===== src/rtl/ps2_pkg.sv =====
// Shared state encoding and prefix byte values for the PS/2 frame receiver.
package ps2_pkg;

   typedef enum logic [1:0] {
      IDLE   = 2'd0,
      DATA   = 2'd1,
      PARITY = 2'd2,
      STOP   = 2'd3
   } ps2_state_e;

   localparam logic [7:0] PS2_EXT_PREFIX   = 8'hE0;
   localparam logic [7:0] PS2_BREAK_PREFIX = 8'hF0;

endpackage


===== src/rtl/ps2_line_filter.sv =====
// Two-flop synchronizer followed by a glitch filter: the output only moves after
// FILTER_LEN consecutive synchronized samples disagree with it. Idles high.
module ps2_line_filter #(
   parameter int FILTER_LEN = 8
) (
   input  logic clock,
   input  logic reset,
   input  logic raw_in,
   output logic level_out
);

   localparam int CW = (FILTER_LEN > 1) ? $clog2(FILTER_LEN) : 1;

   logic          sync1_q;
   logic          sync2_q;
   logic          level_q;
   logic          level_d;
   logic [CW-1:0] cnt_q;
   logic [CW-1:0] cnt_d;

   always_ff @(posedge clock) begin
      if (reset) begin
         sync1_q <= 1'b1;
         sync2_q <= 1'b1;
         level_q <= 1'b1;
         cnt_q   <= '0;
      end else begin
         sync1_q <= raw_in;
         sync2_q <= sync1_q;
         level_q <= level_d;
         cnt_q   <= cnt_d;
      end
   end

   // Any sample agreeing with the current level restarts the run.
   always_comb begin
      level_d = level_q;
      cnt_d   = '0;
      if (sync2_q != level_q) begin
         if (cnt_q == CW'(FILTER_LEN - 1)) begin
            level_d = sync2_q;
         end else begin
            cnt_d = cnt_q + 1'b1;
         end
      end
   end

   assign level_out = level_q;

endmodule


===== src/rtl/ps2_frame_rx.sv =====
// PS/2 device-to-host frame receiver producing one qualified scancode pulse per key event.
// Optional E0/F0 prefix folding into code_ext/code_break is built when PS2_PREFIX_DECODE_EN is defined.
module ps2_frame_rx
   import ps2_pkg::*;
#(
   parameter int FILTER_LEN     = 8,
   parameter int TIMEOUT_CYCLES = 200_000
) (
   input  logic       clock,
   input  logic       reset,
   input  logic       ps2_clock,
   input  logic       ps2_data,
   output logic [7:0] code,
   output logic       code_ext,
   output logic       code_break,
   output logic       code_valid,
   output logic       frame_err,
   output logic       busy
);

   localparam int TW = (TIMEOUT_CYCLES > 1) ? $clog2(TIMEOUT_CYCLES) : 1;

   logic          clk_filt;
   logic          data_filt;
   logic          clk_prev_q;
   logic          fall;

   ps2_state_e    state_q;
   ps2_state_e    state_d;
   logic [7:0]    shift_q;
   logic [7:0]    shift_d;
   logic [2:0]    bit_cnt_q;
   logic [2:0]    bit_cnt_d;
   logic          parity_q;
   logic          parity_d;
   logic [TW-1:0] tout_q;
   logic [TW-1:0] tout_d;
   logic          byte_ok;
   logic          frame_bad;

   logic [7:0]    code_q;
   logic [7:0]    code_d;
   logic          code_valid_q;
   logic          code_valid_d;
   logic          frame_err_q;
   logic          frame_err_d;

   ps2_line_filter #(.FILTER_LEN(FILTER_LEN)) u_clk_filt (
      .clock     (clock),
      .reset     (reset),
      .raw_in    (ps2_clock),
      .level_out (clk_filt)
   );

   ps2_line_filter #(.FILTER_LEN(FILTER_LEN)) u_data_filt (
      .clock     (clock),
      .reset     (reset),
      .raw_in    (ps2_data),
      .level_out (data_filt)
   );

   assign fall = clk_prev_q & ~clk_filt;

   always_ff @(posedge clock) begin
      if (reset) begin
         state_q <= IDLE;
      end else begin
         state_q <= state_d;
      end
   end

   always_ff @(posedge clock) begin
      if (reset) begin
         clk_prev_q   <= 1'b1;
         shift_q      <= '0;
         bit_cnt_q    <= '0;
         parity_q     <= 1'b0;
         tout_q       <= '0;
         code_q       <= '0;
         code_valid_q <= 1'b0;
         frame_err_q  <= 1'b0;
      end else begin
         clk_prev_q   <= clk_filt;
         shift_q      <= shift_d;
         bit_cnt_q    <= bit_cnt_d;
         parity_q     <= parity_d;
         tout_q       <= tout_d;
         code_q       <= code_d;
         code_valid_q <= code_valid_d;
         frame_err_q  <= frame_err_d;
      end
   end

   // A clock edge takes precedence over an expiring timeout.
   always_comb begin
      state_d   = state_q;
      shift_d   = shift_q;
      bit_cnt_d = bit_cnt_q;
      parity_d  = parity_q;
      tout_d    = tout_q;
      byte_ok   = 1'b0;
      frame_bad = 1'b0;

      if (state_q == IDLE || fall) begin
         tout_d = '0;
      end else if (tout_q == TW'(TIMEOUT_CYCLES - 1)) begin
         tout_d    = '0;
         frame_bad = 1'b1;
         state_d   = IDLE;
      end else begin
         tout_d = tout_q + 1'b1;
      end

      if (fall) begin
         case (state_q)
            IDLE: begin
               if (!data_filt) begin
                  state_d   = DATA;
                  bit_cnt_d = '0;
               end else begin
                  frame_bad = 1'b1;
               end
            end
            DATA: begin
               shift_d   = {data_filt, shift_q[7:1]};
               bit_cnt_d = bit_cnt_q + 1'b1;
               if (bit_cnt_q == 3'd7) begin
                  state_d = PARITY;
               end
            end
            PARITY: begin
               parity_d = data_filt;
               state_d  = STOP;
            end
            default: begin
               if (data_filt && (^{shift_q, parity_q})) begin
                  byte_ok = 1'b1;
               end else begin
                  frame_bad = 1'b1;
               end
               state_d = IDLE;
            end
         endcase
      end
   end

`ifdef PS2_PREFIX_DECODE_EN
   logic ext_pend_q;
   logic ext_pend_d;
   logic brk_pend_q;
   logic brk_pend_d;
   logic code_ext_q;
   logic code_ext_d;
   logic code_break_q;
   logic code_break_d;

   always_ff @(posedge clock) begin
      if (reset) begin
         ext_pend_q   <= 1'b0;
         brk_pend_q   <= 1'b0;
         code_ext_q   <= 1'b0;
         code_break_q <= 1'b0;
      end else begin
         ext_pend_q   <= ext_pend_d;
         brk_pend_q   <= brk_pend_d;
         code_ext_q   <= code_ext_d;
         code_break_q <= code_break_d;
      end
   end
`endif

   always_comb begin
      busy         = (state_q != IDLE);
      code_d       = code_q;
      code_valid_d = 1'b0;
      frame_err_d  = frame_bad;
`ifdef PS2_PREFIX_DECODE_EN
      ext_pend_d   = ext_pend_q;
      brk_pend_d   = brk_pend_q;
      code_ext_d   = code_ext_q;
      code_break_d = code_break_q;
      if (frame_bad) begin
         ext_pend_d = 1'b0;
         brk_pend_d = 1'b0;
      end else if (byte_ok) begin
         if (shift_q == PS2_EXT_PREFIX) begin
            ext_pend_d = 1'b1;
         end else if (shift_q == PS2_BREAK_PREFIX) begin
            brk_pend_d = 1'b1;
         end else begin
            code_d       = shift_q;
            code_ext_d   = ext_pend_q;
            code_break_d = brk_pend_q;
            code_valid_d = 1'b1;
            ext_pend_d   = 1'b0;
            brk_pend_d   = 1'b0;
         end
      end
`else
      if (byte_ok) begin
         code_d       = shift_q;
         code_valid_d = 1'b1;
      end
`endif
   end

   assign code       = code_q;
   assign code_valid = code_valid_q;
   assign frame_err  = frame_err_q;
`ifdef PS2_PREFIX_DECODE_EN
   assign code_ext   = code_ext_q;
   assign code_break = code_break_q;
`else
   assign code_ext   = 1'b0;
   assign code_break = 1'b0;
`endif

endmodule


===== config.mk =====
export PLATFORM = sky130hd
export DESIGN_NAME = ps2_frame_rx
export DESIGN_NICKNAME = d
export VERILOG_FILES = /design/src/rtl/ps2_pkg.sv /design/src/rtl/ps2_line_filter.sv /design/src/rtl/ps2_frame_rx.sv
export SDC_FILE = /design/constraint.sdc
export NUM_CORES = 1
export LEC_CHECK = 0
export ABC_AREA = 1
export CAP_MARGIN = 20
export CORE_UTILIZATION = 50
export DETAILED_ROUTE_END_ITERATION = 10
export HOLD_SLACK_MARGIN = 0.15
export PLACE_DENSITY_LB_ADDON = 0.25
export SYNTH_ARGS = -nofsm -noshare
export SYNTH_HDL_FRONTEND = slang
export SYNTH_SLANG_ARGS = --single-unit

===== constraint.sdc =====
create_clock -name clock -period 2.1 [get_ports clock]
set_input_delay 0.525 -clock clock [delete_from_list [all_inputs] [get_ports clock]]
set_output_delay 0.525 -clock clock [all_outputs]
set_load 0.05 [all_outputs]

* Word-level counts from Yosys, hierarchy flattened
Index checks and enable logic that the tools add are counted.
** Operators by class
- $add $sub $neg :: 4
- Eq/ne operators :: 9
- Muxes and demuxes :: 18
- Bitwise gates (word level) :: 4
- Reductions and logical operators :: 16
** Operators by type and width (count)
- adder 18 x 1 -> 18 bit, second input constant :: 1
- == test 18 bit, second input constant :: 1
- OR reduction 3 bit :: 4
- 2-to-1 mux 2 bit :: 5
- adder 3 x 1 -> 3 bit, second input constant :: 3
- == test 3 bit, second input constant :: 3
- 2-to-1 mux 1 bit :: 9
- parity 9 bit :: 1
- AND reduction 2 bit :: 4
- case mux 2 bit (3 select lines) :: 1
- case mux 3 bit (2 select lines) :: 1
- nonzero test 2 bit :: 2
- 2-to-1 mux 3 bit :: 1
- NOT 1 bit :: 3
- AND reduction 3 bit :: 1
- == test 2 x 1 -> 1 bit, second input constant :: 1
- == test 2 bit, second input constant :: 1
- logical NOT 2 bit :: 1
- inequality test 1 bit :: 2
- inequality test 2 bit, second input constant :: 1
- case mux 1 bit (2 select lines) :: 1
- OR reduction 2 bit :: 1
- bitwise AND 1 bit :: 1
- logical AND 1 bit :: 1
- logical OR 1 bit :: 1
** Word-level totals
- Register bits :: 55
- Input bits :: 4
- Output and inout port bits :: 13
- Word-level logic and storage cells :: 68

* Longest topological paths before layout
Gate-level depths: netlist of the first run.
- Depth after elaboration :: 7
- Depth in mapped cells :: 14

* By module
From an unflattened synthesis of the first run, not the netlist that was laid out.
** Unflattened totals
- Cells, all modules :: 362
- Area total of the unflattened synthesis :: 2660.1 µm²
** Modules (own cells, without submodules)
- ps2_frame_rx :: instances 1, cells an instance 316, area an instance 2224.6 µm², seq. area each 860.8 µm²
- ps2_line_filter :: instances 2, cells an instance 23, area an instance 217.7 µm², seq. area each 120.1 µm²

* Worst setup path before layout of the first run
No wires, ideal clock.
- Path kind :: reg-to-reg
- From :: register state_q[0]
- To :: register bit_cnt_q[0]
- Arrival :: 1514 ps
- Required time :: 1974 ps
- Setup slack :: 460 ps
- Cell stages (with the launch flop) :: 9
- Path buffers :: 0
- Cell sequence :: dfxtp_1 > inv_1 > ha_1 > inv_1 > a21oi_1 > inv_1 > nor2_1 > o21ai_0 > a31oi_1
** Between the ends
- Word-level cells in the longest chain between the ends :: 3
** RTL lines
- from (decl) :: RTL line ps2_frame_rx.sv:28 : ps2_state_e state_q;
- from (signal assigned) :: RTL line ps2_frame_rx.sv:68 : state_q <= state_d;
- logical NOT 2 bit / == test 2 x 1 -> 1 bit (equally long branches) :: RTL line ps2_frame_rx.sv:115 : case (state_q)
- inequality test 2 bit (no line) / nonzero test 2 bit (equally long branches)
- AND reduction 3 bit (no line)
- to (signal assigned) :: RTL line ps2_frame_rx.sv:85 : bit_cnt_q <= bit_cnt_d;
- to (decl) :: RTL line ps2_frame_rx.sv:32 : logic [2:0] bit_cnt_q;
Several ways; a longest one is shown, not always the timed one.
A chain may end at the register's enable or synchronous reset.

* Worst setup path in the final report of the first run
- From :: register code_q[5], in the netlist code[5]
- To :: output code[5]
** RTL lines
- from (decl) :: RTL line ps2_frame_rx.sv:41 : logic [7:0] code_q;
- from (signal assigned) :: RTL line ps2_frame_rx.sv:88 : code_q <= code_d;
- to (decl) :: RTL line ps2_frame_rx.sv:13 : output logic [7:0] code,
No word-level cell between the ends.

==> results of run 1 <==
-- kinds of logic after synthesis --
group	Yosys count
flops	55
xor+xnor	9
buf+inv	61
compound gates	45
simple gates	180
fa+ha+maj	12
other cells	1
-- routing by layer --
metal | GRT usage | vias up | wire [um]
li1 | - | 1170 | -
met1 | 0.224 | 948 | 2300
met2 | 0.310 | 18 | 2080
met3 | 0.0402 | 7 | 95
met4 | 0.0566 | 0 | 61
met5 | 0 | - | 0
-- power groups by stage --
stage | combinational (mW) | clock, mW | sequential, mW
2_1_floorplan | 0.0281 | 0 | 1.07
3_3_place_gp | 0.0394 | 0 | 1.07
3_5_place_dp | 0.0398 | 0 | 1.07
4_1_cts | 0.0398 | 0.694 | 1.05
5_1_grt | 0.0435 | 0.731 | 1.05
6_report | 0.0390 | 0.675 | 1.05
-- cell type report --
type | count | area, sq um | area share
clock buffers | 6 | 72.6 | 0.0243
flip-flops and latches | 55 | 1100 | 0.369
well taps | 70 | 87.6 | 0.0294
inverters | 52 | 195 | 0.0655
clock inverters | 1 | 30.0 | 0.0101
multi-input cells | 248 | 1310 | 0.441
repair buffers | 18 | 180 | 0.0605
-- state kept, by name, summed over array words and instances, names as in the netlist, 2 cells and up --
| signal | cells |
|---|---|
| bit_cnt_q | 3 |
| state_q | 2 |
| code | 8 |
| shift_q | 8 |
| u_clk_filt.cnt_q | 3 |
| u_data_filt.cnt_q | 3 |
| tout_q | 18 |
-- per-stage QoR --
step / power, mW / area [sq um]
finish: 1.76 / 2980
floorplan: 1.10 / 2660
CTS: 1.78 / 2980
global route: 1.82 / 2980
detailed placement: 1.11 / 2880
global placement: 1.11 / 2880
-- final timing paths --
| path | slack [ns] | from | depth (start not counted) | to |
|---|---|---|---|---|
| max | 0.11 | code[5] | 1 | code[5] |
| min | 0.41 | u_clk_filt.sync1_q | 1 | u_clk_filt.sync2_q |
| max reg2reg | 0.32 | state_q[0] | 9 | bit_cnt_q[0] |
| min reg2reg | 0.41 | u_clk_filt.sync1_q | 1 | u_clk_filt.sync2_q |
-- cells in the final DEF (no fill, tap or decap), types with 3 or more instances in the layout --
| master | instances |
|---|---|
| a21oi_1 | 25 |
| buf_4 | 4 |
| clkbuf_8 | 5 |
| clkdlybuf4s50_1 | 13 |
| dfxtp_1 | 55 |
| ha_1 | 12 |
| inv_1 | 49 |
| inv_2 | 3 |
| nand2_1 | 83 |
| nand2_2 | 3 |
| nand3_1 | 15 |
| nand4_1 | 5 |
| nor2_1 | 50 |
| nor2_4 | 4 |
| nor4_1 | 3 |
| o21ai_0 | 14 |
| or2_2 | 6 |
| xnor2_1 | 5 |
| xor2_1 | 4 |
==> impl_metrics.env, run 1 <==
export IMPL_run_status="finished clean"
export IMPL_yosysWarnings=0
export IMPL_synth_top_cell_area_share=0.414
export IMPL_antenna_violations_before_repair=0
export IMPL_floorplan_die_area_sq_um=5610
export IMPL_grt_setup_unrepaired="no"
export IMPL_ant_nets=0
export IMPL_core_sq_um=5110
export IMPL_cts_root_buffer="clkbuf_8"
export IMPL_dieHeight_um=74.9
export IMPL_most_used_flip_flop_cell_after_synthesis="dfxtp_1"
export IMPL_clock_path_buffers=2
export IMPL_critPathMaxStageDelay_ns=0.80
export IMPL_synth_cells_most_frequent="nand2_1, dfxtp_1, nor2_1, inv_1, a21oi_1"
export IMPL_grt_pass1_vias=1854
export IMPL_fin_hold_ws_ns=0.413
export IMPL_synth_largest_area_cell="dfxtp_1"
export IMPL_setup_slack_ns=0.115
export IMPL_worst_path_buf_inv=1
export IMPL_synthesis_area_sq_um=2660
export IMPL_cp_slowest_cell="clkdlybuf4s50_1"
export IMPL_grt_pass1_wl_um=7810
export IMPL_fmax_mhz=504
export IMPL_clkPwrFrac=0.383
export IMPL_cts_clk_slew_worst_paths_ns=0.10
export IMPL_synth_mux_area_frac=0
export IMPL_synth_async_reset_ratio=0
export IMPL_setup_viol_count_final=0
export IMPL_routed_wire_length_um=4530
export IMPL_synth_distinct_cells=33
export IMPL_slew_violations=0
export IMPL_drt_pass1_iterations=4
export IMPL_tritoncts_num_buffers=5
export IMPL_globalplace_congestion=0.855
export IMPL_synth_avg_cell_area_sq_um=7.32
export IMPL_tritoncts="yes"
export IMPL_total_leakage_power_nw=1.29
export IMPL_synth_simple_area_share=0.315
export IMPL_layoutNonFillerInstCount=450
export IMPL_maximum_vdd_drop_mv=0.281
export IMPL_min_period_ns=1.99
export IMPL_postSynthRegisterBits=55
export IMPL_h_tree_depth=2
export IMPL_clkSinkCount=55
export IMPL_port_buffers=14
export IMPL_synth_edff_count=0
export IMPL_number_of_top_level_pins=17
export IMPL_worst_path_max_fanout=2
export IMPL_max_cap_viol_count=0
export IMPL_place_hpwl_um=3280
export IMPL_fraction_of_final_layout_cells_with_drive_strength_greater_than_1=0.0895
export IMPL_worstSkewPairLatency_ns=0.31
export IMPL_fin_nets=396
export IMPL_total_of_fill_cells_in_the_finished_design=504
export IMPL_area_growth_synth_to_final_pct=12.1
export IMPL_seq_power_share=0.595
export IMPL_initial_utilization=0.521
export IMPL_cp_required_ns=1.57
export IMPL_timing_hold_violations_final=0
export IMPL_grt_remaining_overflow=0
export IMPL_critical_path_startpoint_type="flip-flop"
export IMPL_fin_skew_ns=0.0102
export IMPL_post_synthesis_sequential_area_ratio=0.414
export IMPL_avgRoutedWirePerCell_um=10.1
export IMPL_cts_hold_repair_buffers=0
export IMPL_number_of_cell_rows=26
export IMPL_hold_class="flip-flop to flip-flop"
export IMPL_internal_power_mw=1.41
export IMPL_synth_most_common_cell="nand2_1"
export IMPL_global_route_usage_total=0.180
export IMPL_net_switching_uw=351
export IMPL_timing_final_crit_share=0.945
export IMPL_worst_setup_timing_slack_at_the_placement_stage_ns=0.361
export IMPL_via_per_inst=4.76
export IMPL_compound_cell_area_share_of_the_yosys_netlist=0.0899
export IMPL_synth_top_family_by_area="simple AND/OR/NAND/NOR gates"
export IMPL_worst_setup_path_end_kind="output pin"
export IMPL_power_density_nw_per_um2=591
export IMPL_cp_cell_sequence="clkdlybuf4s50_1"
export IMPL_width_of_the_chip_um=74.9
export IMPL_postCtsSetupBuffers=0
export IMPL_synth_area_leaders="dfxtp_1, nand2_1, nor2_1"
export IMPL_path_delay_family="buffers and inverters"
export IMPL_yosys_area_share_adder=0.0565
export IMPL_cts_resized=0
export IMPL_setup_tns_ns=0
export IMPL_power_frac_comb=0.022
export IMPL_detailedRoute_firstIterationViolations=70
export IMPL_routed_via_count=2143
export IMPL_n_antenna_cell=0
export IMPL_drc_errors=0
export IMPL_worst_ep_arrival_time_ns=1.46
export IMPL_p_sw_frac=0.199
export IMPL_synth_xor_xnor_area_share=0.0296
export IMPL_grt_start_max_net_pins=19
export IMPL_netlist_instances=363
export IMPL_timing_worst_setup_path_type="flip-flop to output pin"
export IMPL_count_of_placed_standard_cells_including_taps=443
export IMPL_fin_util=0.584
(Power assumes the default switching activity.)
==> run 2, diff against run 1 <==
- CTS_BUF_LIST: not set -> sky130_fd_sc_hd__clkbuf_4
==> impl_metrics.env, run 2 (synthesis gave the netlist of run 1 again) <==
export IMPL_run_status="finished clean"
export IMPL_port_buffers=14
export IMPL_max_cap_viol_count=0
export IMPL_cp_cell_sequence="clkdlybuf4s50_1"
export IMPL_routed_wire_length_um=4540
export IMPL_clock_path_buffers=2
export IMPL_min_period_ns=2.04
export IMPL_antenna_violations_before_repair=0
export IMPL_drt_pass1_iterations=4
export IMPL_fin_skew_ns=0.0179
export IMPL_slew_violations=0
export IMPL_layout_cells_most_common="nand2_1"
export IMPL_cp_slowest_cell="clkdlybuf4s50_1"
export IMPL_worst_setup_path_end_kind="output pin"
export IMPL_routed_via_count=2150
export IMPL_layoutNonFillerInstCount=450
export IMPL_grt_remaining_overflow=0
export IMPL_cp_required_ns=1.57
export IMPL_cts_root_buffer="clkbuf_4"
export IMPL_grt_start_max_net_pins=19
export IMPL_dieHeight_um=74.9
export IMPL_core_sq_um=5110
export IMPL_maximum_vdd_drop_mv=0.271
export IMPL_drc_errors=0
export IMPL_maxUsedRoutingLayer="met4"
export IMPL_setup_tns_ns=0
export IMPL_power_total_mw=1.65
export IMPL_grt_setup_unrepaired="no"
export IMPL_grt_pass1_wl_um=7820
export IMPL_detailroute_wirelength_met3_um=120
export IMPL_worstSkewPairLatency_ns=0.37
export IMPL_count_of_placed_standard_cells_including_taps=443
export IMPL_timing_worst_setup_path_type="flip-flop to output pin"
export IMPL_number_of_top_level_pins=17
export IMPL_avgRoutedWirePerCell_um=10.1
export IMPL_tritoncts_num_buffers=5
export IMPL_critPathMaxStageDelay_ns=0.80
export IMPL_fin_hold_ws_ns=0.427
export IMPL_met2_wire_length_um=2130
export IMPL_grt_pass1_vias=1869
export IMPL_total_leakage_power_nw=1.39
export IMPL_fraction_of_final_layout_cells_with_drive_strength_greater_than_1=0.0974
export IMPL_tightestPinTransition_ns=0.505
export IMPL_largest_register_ffs=18
export IMPL_fin_nets=396
export IMPL_h_tree_depth=2
export IMPL_setup_slack_ns=0.0638
export IMPL_worst_path_buf_inv=1
export IMPL_critical_path_startpoint_type="flip-flop"
export IMPL_global_route_usage_total=0.179
export IMPL_ant_nets=0
export IMPL_fmax_mhz=491
export IMPL_met1_length_um=2260
export IMPL_initial_utilization=0.521
export IMPL_rrSetupSlack_ns=0.40
export IMPL_timing_hold_violations_final=0
export IMPL_worst_setup_timing_slack_at_the_placement_stage_ns=0.361
export IMPL_width_of_the_chip_um=74.9
export IMPL_area_growth_synth_to_final_pct=11.7
export IMPL_n_antenna_cell=0
export IMPL_cts_clk_slew_worst_paths_ns=0.14
export IMPL_timing_final_crit_share=0.970
export IMPL_floorplan_die_area_sq_um=5610
export IMPL_detailedRoute_firstIterationViolations=81
export IMPL_place_hpwl_um=3280
export IMPL_number_of_cell_rows=26
export IMPL_path_delay_family="buffers and inverters"
export IMPL_globalplace_congestion=0.855
export IMPL_power_density_nw_per_um2=556
export IMPL_via_per_inst=4.78
export IMPL_mostFrequentLayoutCells="nand2_1, dfxtp_1, nor2_1"
export IMPL_top_register="tout_q"
export IMPL_worst_path_max_fanout=2
export IMPL_hold_class="flip-flop to flip-flop"
export IMPL_slew_headroom=0.663
export IMPL_tritoncts="yes"
export IMPL_setup_viol_count_final=0
export IMPL_worst_ep_arrival_time_ns=1.51
export IMPL_clkSinkCount=55
run 2: cell count changes in the layout (fill, tap and decap cells not counted), sizes merged:
cell / before / now
clkdlybuf4s50: 13 / 7
dlymetal6s2s: 0 / 6
run 2: repair_timing:
action | in CTS | in global routing
resized for setup | 0 | 8
endpoints found under the setup margin | 0 | 7
hold buffers | 0 | 0
setup buffers | 0 | 0
run 2: final timing paths:
kind | depth (start not counted) | end | start
worst max-delay path | 1 | code[6] | code[6]
worst min-delay path | 1 | u_clk_filt.sync2_q | u_clk_filt.sync1_q
worst max register to register | 9 | bit_cnt_q[0] | state_q[0]
worst min register to register | 1 | u_clk_filt.sync2_q | u_clk_filt.sync1_q
run 2: report_power, final:
part,internal (mW),switching (mW)
clock network,0.259,0.303
logic,0.0149,0.0241
registers,1.05,0.00196
total,1.32,0.329
run 2: layout make-up:
type / count / area [sq um]
Clock inverter: 1 / 30.0
Sequential cell: 55 / 1100
Inverter: 52 / 195
Tap cell: 70 / 87.6
Fill cell: 507 / 2140
Clock buffer: 6 / 45.0
Timing Repair Buffer: 18 / 195
Multi-Input combinational cell: 248 / 1310
run 2: layer usage:
metal,global-route usage,vias up
li1,-,1170
met1,0.222,956
met2,0.312,22
met3,0.0361,2
met4,0.0566,0
met5,0,-
run 2: stage by stage:
step                       util  cell area [sq um]
after CTS                 0.578               2950
after global placement    0.563               2880
after detailed placement  0.563               2880
final                     0.582               2970
after floorplan               -               2660
after global routing      0.582               2970
